===== src/rtl/thread_issue_ctrl_pkg.sv =====
// Shared definitions for the per-thread issue controller: thread-state
// encoding, thread-ID width, PC step and default reset PCs.
package thread_pkg;

  localparam int TID_W = 1;
  typedef logic [TID_W-1:0] tid_t;

  typedef enum logic [1:0] {
    TS_RUN     = 2'd0,
    TS_WAIT_MD = 2'd1,
    TS_HALT    = 2'd2
  } tstate_t;

  localparam logic [31:0] PC_INC        = 32'd4;
  localparam logic [31:0] DEF_RESET_PC0 = 32'h0000_0000;
  localparam logic [31:0] DEF_RESET_PC1 = 32'h0000_1000;

endpackage


===== src/rtl/thread_issue_ctrl_if.sv =====
// Selector/writeback-facing bundle of the issue controller. The master side
// drives selector tags, writeback events and halts; the slave side is the
// controller returning ready flags, the issued PC and the error flag.
interface thread_issue_ctrl_if;
  import thread_pkg::*;

  logic        en;
  tid_t        dt;
  logic        st0;
  logic        st1;
  tid_t        wt;
  logic        wb_valid;
  logic        wb_redirect;
  logic [31:0] wb_target;
  logic        wb_md_start;
  logic        md_done;
  tid_t        md_thread;
  logic        halt_req;
  tid_t        halt_thread;
  logic        fasmds0;
  logic        fasmds1;
  logic [31:0] pc_out;
  tid_t        pc_thread;
  logic        pc_valid;
  logic        sel_err;

  modport master (
    output en, dt, st0, st1, wt, wb_valid, wb_redirect, wb_target,
           wb_md_start, md_done, md_thread, halt_req, halt_thread,
    input  fasmds0, fasmds1, pc_out, pc_thread, pc_valid, sel_err
  );

  modport slave (
    input  en, dt, st0, st1, wt, wb_valid, wb_redirect, wb_target,
           wb_md_start, md_done, md_thread, halt_req, halt_thread,
    output fasmds0, fasmds1, pc_out, pc_thread, pc_valid, sel_err
  );

endinterface


===== src/rtl/thread_issue_ctrl_ctx.sv =====
// One thread's context: its PC register and its RUN/WAIT_MD/HALT state
// machine. The ready flag is a register so the selector sees no
// combinational path back from its own decisions.
module thread_ctx
  import thread_pkg::*;
#(
  parameter logic [31:0] RESET_PC = DEF_RESET_PC0
) (
  input  logic        clk,
  input  logic        rst_n,
  input  logic        en,
  input  logic        issue,
  input  logic        redirect,
  input  logic [31:0] target,
  input  logic        md_start,
  input  logic        md_done,
  input  logic        halt,
  output logic [31:0] pc,
  output logic        ready,
  output logic        err
);

  tstate_t state;

  // Halt dominates; a start in the same cycle as a done leaves the thread waiting.
  function automatic tstate_t next_state(input tstate_t cur, input logic h,
                                         input logic ms, input logic md);
    tstate_t nxt;
    nxt = cur;
    if (h) begin
      nxt = TS_HALT;
    end else begin
      case (cur)
        TS_RUN:     if (ms) nxt = TS_WAIT_MD;
        TS_WAIT_MD: if (md && !ms) nxt = TS_RUN;
        default:    nxt = TS_HALT;
      endcase
    end
    return nxt;
  endfunction

  // State, ready flag and PC; redirect overrides the post-issue increment.
  always_ff @(posedge clk or negedge rst_n) begin
    if (!rst_n) begin
      state <= TS_RUN;
      ready <= 1'b1;
      pc    <= RESET_PC;
    end else if (en) begin
      state <= next_state(state, halt, md_start, md_done);
      ready <= (next_state(state, halt, md_start, md_done) == TS_RUN);
      if (redirect) begin
        pc <= target;
      end else if (issue) begin
        pc <= pc + PC_INC;
      end
    end
  end

  // A completion for a thread that is not waiting is a protocol error.
  assign err = md_done && (state != TS_WAIT_MD);

endmodule


===== src/rtl/thread_issue_ctrl.sv =====
// Per-thread issue controller for the two-thread interleaved core. Decodes
// the selector/writeback thread tags onto two thread contexts, registers the
// issued PC and accumulates a sticky protocol-error flag.
module thread_issue_ctrl
  import thread_pkg::*;
#(
  parameter logic [31:0] RESET_PC0 = DEF_RESET_PC0,
  parameter logic [31:0] RESET_PC1 = DEF_RESET_PC1
) (
  input  logic               clk,
  input  logic               rst_n,
  thread_issue_ctrl_if.slave bus
);

  logic [31:0] pc0, pc1;
  logic        rdy0, rdy1;
  logic        err0, err1;
  logic        issue, sel0, sel1, redir;
  logic        proto_err;

  assign issue = bus.en && (rdy0 || rdy1);
  assign sel0  = (bus.dt == 1'b0);
  assign sel1  = (bus.dt == 1'b1);
  assign redir = bus.wb_valid && bus.wb_redirect;

  assign proto_err = (bus.st0 && !rdy0) || (bus.st1 && !rdy1) ||
                     (bus.st0 && bus.st1) ||
                     (issue && (sel0 ? !rdy0 : !rdy1)) ||
                     err0 || err1;

  thread_ctx #(.RESET_PC(RESET_PC0)) u_ctx0 (
    .clk      (clk),
    .rst_n    (rst_n),
    .en       (bus.en),
    .issue    (issue && sel0 && !bus.st0),
    .redirect (redir && (bus.wt == 1'b0)),
    .target   (bus.wb_target),
    .md_start (bus.wb_valid && bus.wb_md_start && (bus.wt == 1'b0)),
    .md_done  (bus.md_done && (bus.md_thread == 1'b0)),
    .halt     (bus.halt_req && (bus.halt_thread == 1'b0)),
    .pc       (pc0),
    .ready    (rdy0),
    .err      (err0)
  );

  thread_ctx #(.RESET_PC(RESET_PC1)) u_ctx1 (
    .clk      (clk),
    .rst_n    (rst_n),
    .en       (bus.en),
    .issue    (issue && sel1 && !bus.st1),
    .redirect (redir && (bus.wt == 1'b1)),
    .target   (bus.wb_target),
    .md_start (bus.wb_valid && bus.wb_md_start && (bus.wt == 1'b1)),
    .md_done  (bus.md_done && (bus.md_thread == 1'b1)),
    .halt     (bus.halt_req && (bus.halt_thread == 1'b1)),
    .pc       (pc1),
    .ready    (rdy1),
    .err      (err1)
  );

  // Issue stage to fetch-PC output; pc_out shows the pre-redirect PC.
  always_ff @(posedge clk or negedge rst_n) begin
    if (!rst_n) begin
      bus.pc_out    <= 32'h0;
      bus.pc_thread <= 1'b0;
      bus.pc_valid  <= 1'b0;
      bus.sel_err   <= 1'b0;
    end else if (bus.en) begin
      if (issue) begin
        bus.pc_out    <= sel0 ? pc0 : pc1;
        bus.pc_thread <= bus.dt;
        bus.pc_valid  <= 1'b1;
      end else begin
        bus.pc_valid  <= 1'b0;
      end
      if (proto_err) begin
        bus.sel_err <= 1'b1;
      end
    end
  end

  assign bus.fasmds0 = rdy0;
  assign bus.fasmds1 = rdy1;

endmodule


===== src/flat_wrapper.sv =====
// flat-port wrapper written by rule: the top's interface ports become plain ports
module thread_issue_ctrl_flat import thread_pkg::*;
#(
  parameter logic [31:0] RESET_PC0 = DEF_RESET_PC0,
  parameter logic [31:0] RESET_PC1 = DEF_RESET_PC1
)
  (clk, rst_n, bus_en, bus_dt, bus_st0, bus_st1, bus_wt, bus_wb_valid, bus_wb_redirect, bus_wb_target, bus_wb_md_start, bus_md_done, bus_md_thread, bus_halt_req, bus_halt_thread, bus_fasmds0, bus_fasmds1, bus_pc_out, bus_pc_thread, bus_pc_valid, bus_sel_err);
  thread_issue_ctrl_if bus_i ();
  input  logic clk;
  input  logic rst_n;
  input wire logic [$bits(bus_i.en)-1:0] bus_en;
  input wire logic [$bits(bus_i.dt)-1:0] bus_dt;
  input wire logic [$bits(bus_i.st0)-1:0] bus_st0;
  input wire logic [$bits(bus_i.st1)-1:0] bus_st1;
  input wire logic [$bits(bus_i.wt)-1:0] bus_wt;
  input wire logic [$bits(bus_i.wb_valid)-1:0] bus_wb_valid;
  input wire logic [$bits(bus_i.wb_redirect)-1:0] bus_wb_redirect;
  input wire logic [$bits(bus_i.wb_target)-1:0] bus_wb_target;
  input wire logic [$bits(bus_i.wb_md_start)-1:0] bus_wb_md_start;
  input wire logic [$bits(bus_i.md_done)-1:0] bus_md_done;
  input wire logic [$bits(bus_i.md_thread)-1:0] bus_md_thread;
  input wire logic [$bits(bus_i.halt_req)-1:0] bus_halt_req;
  input wire logic [$bits(bus_i.halt_thread)-1:0] bus_halt_thread;
  output wire logic [$bits(bus_i.fasmds0)-1:0] bus_fasmds0;
  output wire logic [$bits(bus_i.fasmds1)-1:0] bus_fasmds1;
  output wire logic [$bits(bus_i.pc_out)-1:0] bus_pc_out;
  output wire logic [$bits(bus_i.pc_thread)-1:0] bus_pc_thread;
  output wire logic [$bits(bus_i.pc_valid)-1:0] bus_pc_valid;
  output wire logic [$bits(bus_i.sel_err)-1:0] bus_sel_err;
  assign bus_i.en = bus_en;
  assign bus_i.dt = bus_dt;
  assign bus_i.st0 = bus_st0;
  assign bus_i.st1 = bus_st1;
  assign bus_i.wt = bus_wt;
  assign bus_i.wb_valid = bus_wb_valid;
  assign bus_i.wb_redirect = bus_wb_redirect;
  assign bus_i.wb_target = bus_wb_target;
  assign bus_i.wb_md_start = bus_wb_md_start;
  assign bus_i.md_done = bus_md_done;
  assign bus_i.md_thread = bus_md_thread;
  assign bus_i.halt_req = bus_halt_req;
  assign bus_i.halt_thread = bus_halt_thread;
  assign bus_fasmds0 = bus_i.fasmds0;
  assign bus_fasmds1 = bus_i.fasmds1;
  assign bus_pc_out = bus_i.pc_out;
  assign bus_pc_thread = bus_i.pc_thread;
  assign bus_pc_valid = bus_i.pc_valid;
  assign bus_sel_err = bus_i.sel_err;
  thread_issue_ctrl #(.RESET_PC0(RESET_PC0), .RESET_PC1(RESET_PC1)) u_core (.clk(clk), .rst_n(rst_n), .bus(bus_i));
endmodule

===== config.mk =====
export PLATFORM = sky130hd
export DESIGN_NAME = thread_issue_ctrl_flat
export DESIGN_NICKNAME = d
export VERILOG_FILES = /design/src/rtl/thread_issue_ctrl_pkg.sv /design/src/rtl/thread_issue_ctrl_if.sv /design/src/rtl/thread_issue_ctrl_ctx.sv /design/src/rtl/thread_issue_ctrl.sv /design/src/flat_wrapper.sv
export SDC_FILE = /design/constraint.sdc
export NUM_CORES = 1
export LEC_CHECK = 0
export CAP_MARGIN = 20
export CORE_MARGIN = 5
export CORE_UTILIZATION = 40
export CTS_CLUSTER_DIAMETER = 80
export DETAILED_ROUTE_END_ITERATION = 8
export GPL_ROUTABILITY_DRIVEN = 0
export MAX_ROUTING_LAYER = met4
export SYNTH_ARGS = -nofsm -noshare
export SYNTH_HDL_FRONTEND = slang
export SYNTH_HIERARCHICAL = 1
export SYNTH_SLANG_ARGS = --single-unit

===== constraint.sdc =====
create_clock -name clk -period 2.1 [get_ports clk]
set_input_delay 0.21 -clock clk [delete_from_list [all_inputs] [get_ports clk]]
set_output_delay 0.21 -clock clk [all_outputs]
set_load 0.1 [all_outputs]

# Yosys cells after proc, flatten, opt, wreduce, memory -nomap -nowiden
# Cells that the tools add are included.
[word_totals] regBits=105 in_bits=46
[classes] n_addsub=2 n_eq_ne=4 muxes=17 n_bitwise=4 n_reduce_logical=45
[ops] cell="$mux W32" n=5
[ops] cell="$add A32 B3 Y32 const B" n=2
[ops] cell="$logic_and A1 B1 Y1" n=23
[ops] cell="$mux W2" n=8
[ops] cell="$logic_not A2 Y1" n=4
[ops] cell="$pmux W2 S2" n=2
[ops] cell="$reduce_and A2 Y1" n=4
[ops] cell="$logic_not A1 Y1" n=6
[ops] cell="$logic_or A1 B1 Y1" n=6
[ops] cell="$eq A2 B1 Y1 const B" n=2
[ops] cell="$ne A2 B1 Y1 const B" n=2
[ops] cell="$not A1 Y1" n=4
[ops] cell="$reduce_bool A2 Y1" n=2
[ops] cell="$mux W1" n=2

# Longest topological paths before layout
# Gate-level depths: netlist (run 1).
[depth] ltp_word=9 ltp_mapped=10

# Modules after synthesis
# Netlist (run 1), hierarchy kept.
[by_module_without_submodules] module="thread_ctx at u_core.u_ctx1" instances=1 cells_per_inst=266 area_each_um2=2240.9
[by_module_without_submodules] module="thread_ctx at u_core.u_ctx0" instances=1 cells_per_inst=266 area_each_um2=2239.6
[by_module_without_submodules] module="thread_issue_ctrl" instances=1 cells_per_inst=164 area_each_um2=1685.4

# Least setup slack after synthesis (run 1)
# No wires, ideal clock.
[synth_path] path_kind="reg2reg" start="reg u_core.u_ctx1.ready" end="reg u_core.u_ctx1.pc[17]" setup_time_ps=94 t_arrival_ps=2573 t_required_ps=2006 path_slack_ps=-567 path_stages_with_launch=10 path_buffers=4 synth_period_minus_slack_ps=2667 path_cell_list="dfstp_2 o21ai_2 buf_4 buf_2 nor3b_1 buf_2 o21a_1 clkbuf_1 o21ai_0 a211oi_1"
[synth_via] elab_chain_len=6
[synth_lines] element="start, declared" line="thread_issue_ctrl_ctx.sv:19" source="output logic ready,"
[synth_lines] element="start signal, assigned" line="thread_issue_ctrl_ctx.sv:50" source="ready <= (next_state(state, halt, md_start, md_done) == TS_RUN);"
[synth_lines] element="$logic_or A1 B1 Y1" line="thread_issue_ctrl.sv:21" source="assign issue = bus.en && (rdy0 || rdy1);"
[synth_lines] element="$logic_and A1 B1 Y1" line="thread_issue_ctrl.sv:21"
[synth_lines] element="$logic_and A1 B1 Y1 (2 in a row)" line="thread_issue_ctrl.sv:50" source=".issue (issue && sel1 && !bus.st1),"
[synth_lines] element="$reduce_bool A2 Y1 (no source line)"
[synth_lines] element="$reduce_and A2 Y1 (no source line)"
[synth_lines] element="end signal, assigned" line="thread_issue_ctrl_ctx.sv:52" source="pc <= target;"
[synth_lines] element="end signal, assigned" line="thread_issue_ctrl_ctx.sv:54" source="pc <= pc + PC_INC;"
[synth_lines] element="end, declared" line="thread_issue_ctrl_ctx.sv:18" source="output logic [31:0] pc,"
# Every way passes these cells.
# A chain may end at the register's enable or synchronous reset.

# Final worst setup path (run 1)
[layout_path] start="reg u_core.u_ctx0.ready" end="reg u_core.u_ctx0.pc[9]"
[layout_via] elab_chain_len=6
[layout_lines] element="start, declared" line="thread_issue_ctrl_ctx.sv:19"
[layout_lines] element="start signal, assigned" line="thread_issue_ctrl_ctx.sv:50"
[layout_lines] element="$logic_or A1 B1 Y1" line="thread_issue_ctrl.sv:21"
[layout_lines] element="$logic_and A1 B1 Y1" line="thread_issue_ctrl.sv:21"
[layout_lines] element="$logic_and A1 B1 Y1 (2 in a row)" line="thread_issue_ctrl.sv:35" source=".issue (issue && sel0 && !bus.st0),"
[layout_lines] element="$reduce_bool A2 Y1 (no source line)"
[layout_lines] element="$reduce_and A2 Y1 (no source line)"
[layout_lines] element="end signal, assigned" line="thread_issue_ctrl_ctx.sv:52"
[layout_lines] element="end signal, assigned" line="thread_issue_ctrl_ctx.sv:54"
[layout_lines] element="end, declared" line="thread_issue_ctrl_ctx.sv:18"
# Every way passes these cells.

==> reports/metrics.yaml, run 1 <==
outcome:
  status: "complete, no violations"
clocking:
  htree_num_levels: 3
  root_buffer: "clkbuf_16"
  clock_sinks: 105
  cts.path.max_buffers: 2
  clk_pin_slew_ns: 0.07
  clk-insertion-delay-late_ns: 0.36
  cts_buffers: 9
  tritoncts: "built"
finish:
  stdcell_count: 981
  fin_nets: 836
  fin_area_um2: 7660
  final_util_pct: 50.6
  syn_to_final_growth_pct: 24.2
  drive_gt1_share_pct: 16.9
  n_antenna_cell: 0
drt:
  drtAntennaViolNets: 0
  vias: 5925
  met1_length_mm: 8.45
  wirelength_mm: 19.7
  drt_first_iter_violations: 582
  route.detailed.drc: 0
  drt-vias-per-instance: 6.04
  routedWlPerCell_um: 20.1
  wl_met3_mm: 1.25
  highest-signal-layer: "met4"
  drtPass1Iterations: 5
  wl_met2_mm: 9.35
worst_setup_path:
  criticalPathCategory: "flip-flop to flip-flop"
  path_cells: "o21ai_4, nor3_2, buf_4, buf_6, nand4_1, nor3_2, o2bb2ai_1, a22oi_1"
  end_kind: "flip-flop"
  required_ns: 2.34
  max_stage_delay_ns: 0.66
  cp-start-kind: "flip-flop"
  crit_top_cell: "nor3_2"
  cp_slowest_cell: "dfstp_4"
  crit_arrival_ns: 2.27
  critPathMaxFanout: 6
timing:
  tightest_slew_ns: 0.616
  finalClockSkew_ns: 0.00975
  setup_tns_ns: 0
  setup_viol: 0
  layout_setup_ws_ns: 0.0623
  fmax_mhz: 491
  slew_viol_final: 0
  rsz0062_at_grt: "true"
  period_needed_ns: 2.04
  hold_viol_final: 0
  relSlewSlack_pct: 58.9
  period_share_pct: 97.0
synth:
  syn_area_um2: 6170
  synth_cell_types: 53
  synth_mux_area_share_pct: 6.35
  synth_fp_nets: 744
  synth_seq_cells: 105
  synth-edff-count: 0
  yosysSeqAreaShare_pct: 42.7
  synthAdderAreaFrac_pct: 0.406
  ys.flop_type: "dfrtp_1"
  avgSynthCellArea_um2: 8.86
  synth_warnings: 6
  async_flop_share_pct: 100
  netlist_instances: 696
  synth_top_family_by_area: "simple AND/OR/NAND/NOR gates"
  synth_compound_area_share_pct: 21.6
  synthSimpleGateAreaFrac_pct: 23.8
  synth-xor-area-share_pct: 0
job:
  drv_cap: 0
floorplanning:
  core-area_um2: 15100
  die-area_um2: 18000
  ios: 83
  rows: 45
  fp.dieH_um: 134
  die_x_um: 134
  start_util_pct: 40.7
global_routing:
  track_usage_pct: 22.7
  gr-total-overflow: 0
  antenna_found_initial: 0
  grt_start_max_net_pins: 106
  first_global_vias: 6001
  grt_pass1_wl_mm: 31.7
placement:
  placedInstanceArea_um2: 7240
  dp_hpwl_mm: 14.0
  port_buffers: 82
  pre_cts_ws_ns: -0.171
  dp.cells: 958
power:
  cellPowerDensity_nw_per_um2: 701
  p_leak_nw: 3.31
  ir_drop_uv: 436
min_path:
  hp-class: "input port to flip-flop"
[cell usage in the layout (no fill, tap or decap), drive strengths merged, types with 5 or more instances in the layout]
cell type / synthesis / layout
o21ai: 75 / 75
a311oi: 12 / 12
and3: 22 / 22
nor2b: 5 / 5
dfrtp: 102 / 102
clkdlybuf4s50: 0 / 42
nand2: 88 / 88
o22ai: 10 / 10
nand3: 18 / 18
buf: 24 / 79
a21oi: 41 / 41
and4: 12 / 12
nor2: 40 / 40
nor3: 23 / 23
a22o: 6 / 6
clkbuf: 17 / 9
nor3b: 6 / 6
nand4: 24 / 24
mux2i: 38 / 38
or3: 12 / 12
and2: 10 / 10
inv: 24 / 25
o22a: 6 / 6
a22oi: 8 / 8
nor4: 7 / 7
a211oi: 16 / 16
[where the power goes]
group	switching, mW	internal (mW)
combinational	0.585	0.384
sequential	0.338	2.22
clock	0.804	1.05
total	1.73	3.65
[area by class of cell]
cell class,count,area (um^2)
clock buffers,9,225
clock inverters,7,93.8
fillers,1468,7480
inverters,26,97.6
multi-input cells,524,3310
flip-flops and latches,105,2640
well taps,188,235
repair buffers,122,1060
[what timing repair did]
action	4_1_cts	5_1_grt
buffers inserted	0	6
endpoints found under the setup margin	5	12
hold buffers	1	0
gates resized for setup	1	8
hold endpoints to repair	102	0
pin swaps	0	3
[sequential cells by signal, summed over array words and instances, names as in the netlist]
register / flops
u_core/bus.pc_out: 32
u_core/bus.pc_thread: 1
u_core/bus.pc_valid: 1
u_core/bus.sel_err: 1
u_core/u_ctx0/pc: 32
u_core/u_ctx0/ready: 1
u_core/u_ctx0/state: 2
u_core/u_ctx1/pc: 32
u_core/u_ctx1/ready: 1
u_core/u_ctx1/state: 2
[routing by layer]
| metal | vias up | GRT usage (%) |
|---|---|---|
| met4 | 0 | 9.22 |
| li1 | 2768 | - |
| met2 | 257 | 35.5 |
| met1 | 2849 | 29.3 |
| met3 | 51 | 4.43 |
| met5 | - | - |
[kinds of logic after synthesis]
family                   Yosys count
adder cells (fa/ha/maj)            2
AO/OA/AOI/OAI                    207
multiplexers                      39
AND/OR/NAND/NOR                  276
buffers and inverters             67
flip-flops                       105
[per-stage QoR]
stage / power, mW / hold slack (ns)
floorplan: 3.10 / -0.0856
global placement: 3.51 / 0.336
detailed placement: 3.54 / 0.335
CTS: 5.40 / 0.189
global route: 5.63 / 0.235
finish: 5.37 / 0.222
[Yosys cell counts, types with 5 or more instances]
master	n	share of area [%]
a211oi_1	16	1.9
a21oi_1	41	3.3
a22o_1	6	0.85
a22oi_1	8	0.97
a311oi_1	12	1.7
and2_1	6	0.61
and3_1	18	1.8
and4_1	8	1.1
buf_2	17	1.4
buf_6	5	0.91
clkbuf_1	17	1.0
dfrtp_1	102	41
inv_1	24	1.5
mux2i_1	38	6.2
nand2_1	88	5.4
nand3_1	18	1.5
nand4_1	24	2.4
nor2_1	40	2.4
nor2b_1	5	0.51
nor3_1	23	1.9
nor3b_1	6	0.73
o21ai_0	40	3.2
o21ai_1	34	2.8
o22a_1	6	0.85
o22ai_1	10	1.0
or3_1	12	1.2
[worst max-delay path: cells and delay by family (launching register included)]
| family | cells | cell delay, ns |
|---|---|---|
| AOI/OAI and AO/OA | 3 | 0.32 |
| buffers and inverters | 2 | 0.26 |
| DFF | 1 | 0.66 |
| and+or+nand+nor | 3 | 0.66 |
[final timing paths]
check / start / to / slack [ns] / depth (start not counted)
max: u_core/u_ctx0/ready$_DFFE_PN1P_ / u_core/u_ctx0/pc[9]$_DFFE_PN0P_ / 0.06 / 8
min: bus_en / u_core/bus.pc_valid$_DFFE_PN0P_ / 0.22 / 3
max reg2reg: u_core/u_ctx0/ready$_DFFE_PN1P_ / u_core/u_ctx0/pc[9]$_DFFE_PN0P_ / 0.06 / 8
min reg2reg: u_core/bus.sel_err$_DFFE_PN0P_ / u_core/bus.sel_err$_DFFE_PN0P_ / 0.46 / 1
max in group asynchronous: rst_n / u_core/u_ctx0/pc[4]$_DFFE_PN0P_ / 1.21 / 3
min in group asynchronous: rst_n / u_core/bus.pc_thread$_DFFE_PN0P_ / 0.48 / 3
Note: power is estimated with default switching activity, not from simulation.
==> run 2, diff against run 1 <==
--- a/config.mk
+++ b/config.mk
@@ -11,6 +11,7 @@
 export CTS_CLUSTER_DIAMETER = 80
 export DETAILED_ROUTE_END_ITERATION = 8
 export GPL_ROUTABILITY_DRIVEN = 0
+export GPL_TIMING_DRIVEN = 0
 export MAX_ROUTING_LAYER = met4
 export SYNTH_ARGS = -nofsm -noshare
 export SYNTH_HDL_FRONTEND = slang
==> run 2 against run 1 <==
Effect of this change: non-clock buffer count increased by 15; via count increased by 4.2%; cell area increased by 2.9%; highest routed layer unchanged; sequential cell count unchanged; worst setup slack got worse by 0.064 ns; critical path type unchanged; the flow now finishes with violations (negative setup slack); clock-buffer cell count increased by 4; global-route usage increased by 1.5 points; wire length increased by 7.3%.
==> reports/metrics.yaml, run 2 (same netlist as run 1, synthesis figures left out) <==
outcome:
  status: "finished with violations"
  violations: "negative setup slack"
timing:
  setup_tns_ns: -0.00124  # -0.00124 ns
  relSlewSlack_pct: 34.1  # -25 points
  slew_viol_final: 0  # unchanged
  fmax_mhz: 476  # -3.0%
  setup_viol: 1  # +1
  tightest_slew_ns: 0.985  # +0.369 ns
  layout_setup_ws_ns: -0.00124  # -0.0635 ns
  period_share_pct: 100  # +3.0 points
  finalClockSkew_ns: 0.00544  # -0.00431 ns
  hold_viol_final: 0  # unchanged
  rsz0062_at_grt: "true"
  period_needed_ns: 2.10  # +0.0635 ns
worst_setup_path:
  critPathMaxFanout: 4  # -2
  required_ns: 2.39  # +0.05 ns
  r2r_slack_ns: -0.001  # -0.06 ns
  cp-start-kind: "flip-flop"
  end_kind: "flip-flop"
  rr_startpoint: "u_core/u_ctx1/ready$_DFFE_PN1P_"
  ff2ff_path_depth: 8  # unchanged
  r2r-end: "u_core/u_ctx1/pc[7]$_DFFE_PN0P_"
  criticalPathCategory: "flip-flop to flip-flop"
  crit_arrival_ns: 2.39  # +0.12 ns
power:
  cellPowerDensity_nw_per_um2: 668  # -4.7%
  ir_drop_uv: 445  # +2.0%
  total_power_mw: 5.27  # -2.0%
  p_leak_nw: 3.39  # +2.2%
min_path:
  holdPathEnd: "u_core/bus.pc_out[25]$_DFFE_PN0P_"
  holdPathStages: 3  # unchanged
  hp-class: "input port to flip-flop"
  hp-start: "bus_dt"
drt:
  routedWlPerCell_um: 21.2  # +5.7%
  drtPass1Iterations: 5  # unchanged
  vias: 6175  # +4.2%
  route.detailed.drc: 0  # unchanged
  wirelength_mm: 21.1  # +7.3%
  drt_first_iter_violations: 685  # +18%
  drtAntennaViolNets: 0  # unchanged
  drt-vias-per-instance: 6.20  # +2.6%
finish:
  most-common-layout-cells: "dfrtp_1, nand2_1, clkdlybuf4s50_1"
  stdcell_count: 996  # +1.5%
  fin_nets: 851  # +1.8%
  final_common_cell: "dfrtp_1"
  drive_gt1_share_pct: 14.2  # -2.7 points
  multi_input_area_um2: 3360  # +1.7%
  seq_area_um2: 2640  # unchanged
  top_regs: "u_core/bus.pc_out: 32 flops, u_core/u_ctx0/pc: 32 flops, u_core/u_ctx1/pc: 32 flops"
  n_antenna_cell: 0  # unchanged
  final_util_pct: 52.1  # +1.5 points
  syn_to_final_growth_pct: 27.9
  nFillCells: 1405  # -4.3%
global_routing:
  first_global_vias: 6047  # +0.77%
  grt_start_max_net_pins: 55  # -48%
  grt_pass1_wl_mm: 33.1  # +4.4%
  gr-total-overflow: 0  # unchanged
  track_usage_pct: 24.2  # +1.5 points
  antenna_found_initial: 0  # unchanged
floorplanning:
  die-area_um2: 18000  # unchanged
  core-area_um2: 15100  # unchanged
  start_util_pct: 40.7  # unchanged
  die_x_um: 134  # unchanged
  ios: 83  # unchanged
  rows: 45  # unchanged
  fp.dieH_um: 134  # unchanged
clocking:
  htree_num_levels: 3  # unchanged
  tritoncts: "built"
  cts_buffers: 9  # unchanged
  clock_sinks: 105  # unchanged
  clk_pin_slew_ns: 0.07  # about the same
  root_buffer: "clkbuf_16"
  clk-insertion-delay-late_ns: 0.35  # about the same
  cts.path.max_buffers: 2  # unchanged
placement:
  pre_cts_ws_ns: -0.850  # -0.679 ns
  dp_hpwl_mm: 15.4  # +10%
  dp.cells: 966  # +0.84%
  port_buffers: 81  # -1.2%
job:
  drv_cap: 0  # unchanged
==> run 2: cell types whose count changed in the layout (fill, tap and decap cells not counted), sizes merged <==
cell | previous run | this run
clkdlybuf4s50 | 42 | 70
dlymetal6s2s | 0 | 8
clkbuf | 9 | 28
clkdlybuf4s15 | 0 | 1
clkinv | 4 | 2
buf | 79 | 42
inv | 25 | 24
bufinv | 2 | 1
==> run 2: worst max-delay path by stage <==
stage | depth (start not counted) | endpoint | startpoint
2_1_floorplan | 9 | u_core/u_ctx1/pc[9]$_DFFE_PN0P_ | u_core/u_ctx0/ready$_DFFE_PN1P_
3_3_place_gp | 1 | u_core/bus.pc_out[2]$_DFFE_PN0P_ | rst_n
3_5_place_dp | 9 | u_core/u_ctx1/pc[27]$_DFFE_PN0P_ | bus_en
4_1_cts | 9 | u_core/u_ctx1/pc[7]$_DFFE_PN0P_ | u_core/u_ctx1/ready$_DFFE_PN1P_
5_1_grt | 9 | u_core/u_ctx1/pc[7]$_DFFE_PN0P_ | u_core/u_ctx1/ready$_DFFE_PN1P_
6_report | 8 | u_core/u_ctx1/pc[7]$_DFFE_PN0P_ | u_core/u_ctx1/ready$_DFFE_PN1P_
==> run 2: critical path: stages, from the launching register on <==
cell     delay (ns)
dfstp_4        0.62
buf_6          0.10
o21ai_4        0.07
nor3b_4        0.28
buf_6          0.17
nand4_1        0.21
buf_4          0.23
o31ai_1        0.20
a22o_1         0.15
==> run 2: cell type report <==
class | instances | area share (%)
multi-input cells | 524 | 42.6
flip-flops and latches | 105 | 33.5
repair buffers | 99 | 12.5
plain buffers | 38 | 3.36
clock buffers | 13 | 3.17
well taps | 188 | 2.98
inverters | 26 | 1.30
clock inverters | 3 | 0.540
==> run 2: per-layer routing <==
| metal | routed length [um] | GRT usage [%] | vias up |
|---|---|---|---|
| li1 | - | - | 2806 |
| met1 | 9260 | 32.1 | 3023 |
| met2 | 9870 | 38.0 | 299 |
| met3 | 1340 | 3.34 | 47 |
| met4 | 666 | 9.39 | 0 |
| met5 | 0 | - | - |
==> run 2: per-stage QoR <==
step / instance area, um^2 / hold slack, ns
global route: 7880 / 0.275
detailed placement: 7320 / 0.307
global placement: 7300 / 0.442
CTS: 7780 / 0.250
floorplan: 6250 / -0.0856
finish: 7880 / 0.251
==> run 2: timing repair <==
action                     CTS  global route
setup endpoints to repair   62            38
hold buffers                 1             0
buffers inserted            12             5
resized for setup           32            27
pin swaps                    7             6
hold endpoints to repair    48             0
==> run 2: where the power goes <==
| group | internal (mW) | switching (mW) |
|---|---|---|
| Clock | 0.958 | 0.764 |
| Combinational | 0.393 | 0.601 |
| Sequential | 2.22 | 0.334 |
==> run 3, diff against run 2 <==
--- a/config.mk
+++ b/config.mk
@@ -7,7 +7,7 @@
 export LEC_CHECK = 0
 export CAP_MARGIN = 20
 export CORE_MARGIN = 5
-export CORE_UTILIZATION = 40
+export CORE_UTILIZATION = 39
 export CTS_CLUSTER_DIAMETER = 80
 export DETAILED_ROUTE_END_ITERATION = 8
 export GPL_ROUTABILITY_DRIVEN = 0
==> run 3 against run 2 <==
Effect of this change: the flow still finishes with violations (negative setup slack); non-clock buffer count increased by 1; clock-buffer cell count decreased by 4; utilization decreased by 1.2 points; sequential share of layout area decreased by 0.47 points; via count increased by 0.13%; cell area increased by 1.4%; cell count increased by 2.9%; clock skew increased by 0.0028 ns; first-iteration DRC count increased by 9.1%; worst setup slack got worse by 0.0021 ns; sequential power about the same; critical path depth unchanged; critical path type unchanged; largest power group unchanged; highest routed layer unchanged.
==> reports/metrics.yaml, run 3 (same netlist as run 1, synthesis figures left out) <==
outcome:
  status: "finished with violations"
  violations: "negative setup slack"
finish:
  syn_to_final_growth_pct: 29.7
  drive_gt1_share_pct: 14.2  # -0.018 points
  n_antenna_cell: 0  # unchanged
  fin_nets: 852  # +0.12%
  fin_area_um2: 8000  # +1.4%
  final_common_cell: "dfrtp_1"
  top_regs: "u_core/bus.pc_out: 32 flops, u_core/u_ctx0/pc: 32 flops, u_core/u_ctx1/pc: 32 flops"
  most-common-layout-cells: "dfrtp_1, nand2_1, clkdlybuf4s50_1"
clocking:
  htree_num_levels: 3  # unchanged
  clk-insertion-delay-late_ns: 0.36  # about the same
  clock_sinks: 105  # unchanged
  root_buffer: "clkbuf_16"
  clk_pin_slew_ns: 0.07  # about the same
  cts_buffers: 9  # unchanged
  cts.path.max_buffers: 2  # unchanged
  tritoncts: "built"
worst_setup_path:
  startpoint: "u_core/u_ctx0/ready$_DFFE_PN1P_"
  max_stage_delay_ns: 0.66  # +0.04 ns
  end_kind: "flip-flop"
  r2r_slack_ns: -0.003  # about the same
  critPathMaxFanout: 6  # +2
  rr_startpoint: "u_core/u_ctx0/ready$_DFFE_PN1P_"
  r2r-end: "u_core/u_ctx1/pc[7]$_DFFE_PN0P_"
  worst-path-buf-inv: 3  # unchanged
  cp_slowest_cell: "dfstp_4"
  cp-endpoint: "u_core/u_ctx1/pc[7]$_DFFE_PN0P_"
  crit_arrival_ns: 2.35  # -0.04 ns
  crit_cells: 8  # unchanged
  cp-start-kind: "flip-flop"
  criticalPathCategory: "flip-flop to flip-flop"
  required_ns: 2.35  # -0.04 ns
  path_cells: "o21ai_4, nor3b_4, buf_6, nand4_1, buf_4, inv_2, o21ai_2, a22o_1"
  critical-path-top-delay-family: "flip-flops"
  ff2ff_path_depth: 8  # unchanged
drt:
  wirelength_mm: 21.6  # +2.1%
  routedWlPerCell_um: 21.1  # -0.75%
  drt_first_iter_violations: 747  # +9.1%
  route.detailed.drc: 0  # unchanged
  met1_length_mm: 9.19  # -0.80%
  wl_met2_mm: 10.2  # +3.0%
  drtPass1Iterations: 5  # unchanged
  highest-signal-layer: "met4"
  drtAntennaViolNets: 0  # unchanged
  wl_met3_mm: 1.57  # +17%
  drt-vias-per-instance: 6.03  # -2.7%
  vias: 6183  # +0.13%
timing:
  slew_viol_final: 0  # unchanged
  layout_setup_ws_ns: -0.00333  # -0.00209 ns
  period_share_pct: 100  # about the same
  relSlewSlack_pct: 34.6  # +0.44 points
  setup_tns_ns: -0.00333  # -0.00209 ns
  finalClockSkew_ns: 0.00821  # +0.00277 ns
  fmax_mhz: 475  # about the same
  period_needed_ns: 2.10  # +0.00209 ns
  setup_viol: 1  # unchanged
  rsz0062_at_grt: "true"
  tightest_slew_ns: 0.980  # -0.00505 ns
  hold_viol_final: 0  # unchanged
global_routing:
  grt_start_max_net_pins: 57  # +3.6%
  grt_pass1_wl_mm: 33.4  # +0.96%
  gr-total-overflow: 0  # unchanged
  antenna_found_initial: 0  # unchanged
  track_usage_pct: 24.2  # about the same
  first_global_vias: 5981  # -1.1%
floorplanning:
  die-area_um2: 18400  # +2.4%
  core-area_um2: 15700  # +3.7%
  die_x_um: 136  # +1.2%
  ios: 83  # unchanged
  fp.dieH_um: 136  # +1.2%
  start_util_pct: 39.2  # -1.5 points
  rows: 46  # +2.2%
power:
  p_leak_nw: 3.49  # +3.0%
  ir_drop_uv: 408  # -8.3%
  cellPowerDensity_nw_per_um2: 707  # +5.9%
placement:
  port_buffers: 81  # unchanged
  placedInstanceArea_um2: 7360  # +0.48%
  dp_hpwl_mm: 15.7  # +1.8%
job:
  drv_cap: 0  # unchanged
min_path:
  hp-class: "input port to flip-flop"
-- run 3: cell count changes in the layout (fill, tap and decap cells not counted), moves of 2 or more --
cell / before / now
bufinv_16: 1 / 4
clkdlybuf4s50_1: 70 / 67
dlymetal6s2s_1: 8 / 10
nor2_4: 3 / 5
o21ai_1: 39 / 37
o21ai_2: 2 / 4
-- run 3: worst reg2reg max path, cell delays in order, from the launching register on --
cell and delay (ns):
dfstp_4 0.66, o21ai_4 0.09, nor3b_4 0.30, buf_6 0.16, nand4_1 0.22, buf_4 0.24
inv_2 0.05, o21ai_2 0.04, a22o_1 0.23
-- run 3: repair_timing --
item | in CTS | in global routing
setup endpoints to repair | 64 | 42
setup buffers | 7 | 9
gates cloned | 0 | 0
pin swaps | 4 | 9
hold buffers | 1 | 0
endpoints found under the hold margin | 46 | 0
resized for setup | 21 | 39
-- run 3: per-stage QoR --
step	power (mW)	hold WS [ns]	std cells	util [%]	worst slack, ns
2_1_floorplan	3.10	-0.0856	696	-	-0.198
3_3_place_gp	3.52	0.442	993	46.7	-3.40
3_5_place_dp	3.55	0.299	994	46.8	-0.920
4_1_cts	5.67	0.251	1016	49.7	0.00670
5_1_grt	5.87	0.281	1025	50.9	-0.0610
6_report	5.66	0.265	1025	50.9	-0.00333
-- run 3: worst min path at each step --
stage	from	to	slack, ns	cells past startpoint
final	bus_dt	u_core/bus.pc_out[26]$_DFFE_PN0P_	0.27	3
after floorplan	rst_n	u_core/bus.pc_out[0]$_DFFE_PN0P_	-0.09	0
after CTS	bus_dt	u_core/bus.pc_out[28]$_DFFE_PN0P_	0.25	3
after global routing	bus_dt	u_core/bus.pc_out[27]$_DFFE_PN0P_	0.28	3
after detailed placement	rst_n	u_core/bus.pc_valid$_DFFE_PN0P_	0.30	1
after global placement	u_core/bus.sel_err$_DFFE_PN0P_	u_core/bus.sel_err$_DFFE_PN0P_	0.44	1
-- run 3: cell type report --
| class | count | area (um^2) |
|---|---|---|
| Inverter | 26 | 103 |
| Sequential cell | 105 | 2640 |
| Tap cell | 216 | 270 |
| Clock buffer | 9 | 225 |
| Fill cell | 1491 | 7720 |
| Buffer | 39 | 251 |
| Multi-Input combinational cell | 524 | 3360 |
| Clock inverter | 7 | 141 |
| Timing Repair Buffer | 99 | 1000 |
-- run 3: where the power goes --
part,internal (mW),switching (mW),leakage [nW]
Clock,1.29,0.817,0.176
Combinational,0.391,0.607,1.95
Sequential,2.22,0.337,1.36
Total,3.90,1.76,3.49
-- run 3: routing by layer --
| metal | vias to the layer above | track usage [%] |
|---|---|---|
| met5 | - | - |
| met4 | 0 | 9.18 |
| met3 | 48 | 2.90 |
| met2 | 333 | 38.5 |
| met1 | 2990 | 31.9 |
| li1 | 2812 | - |
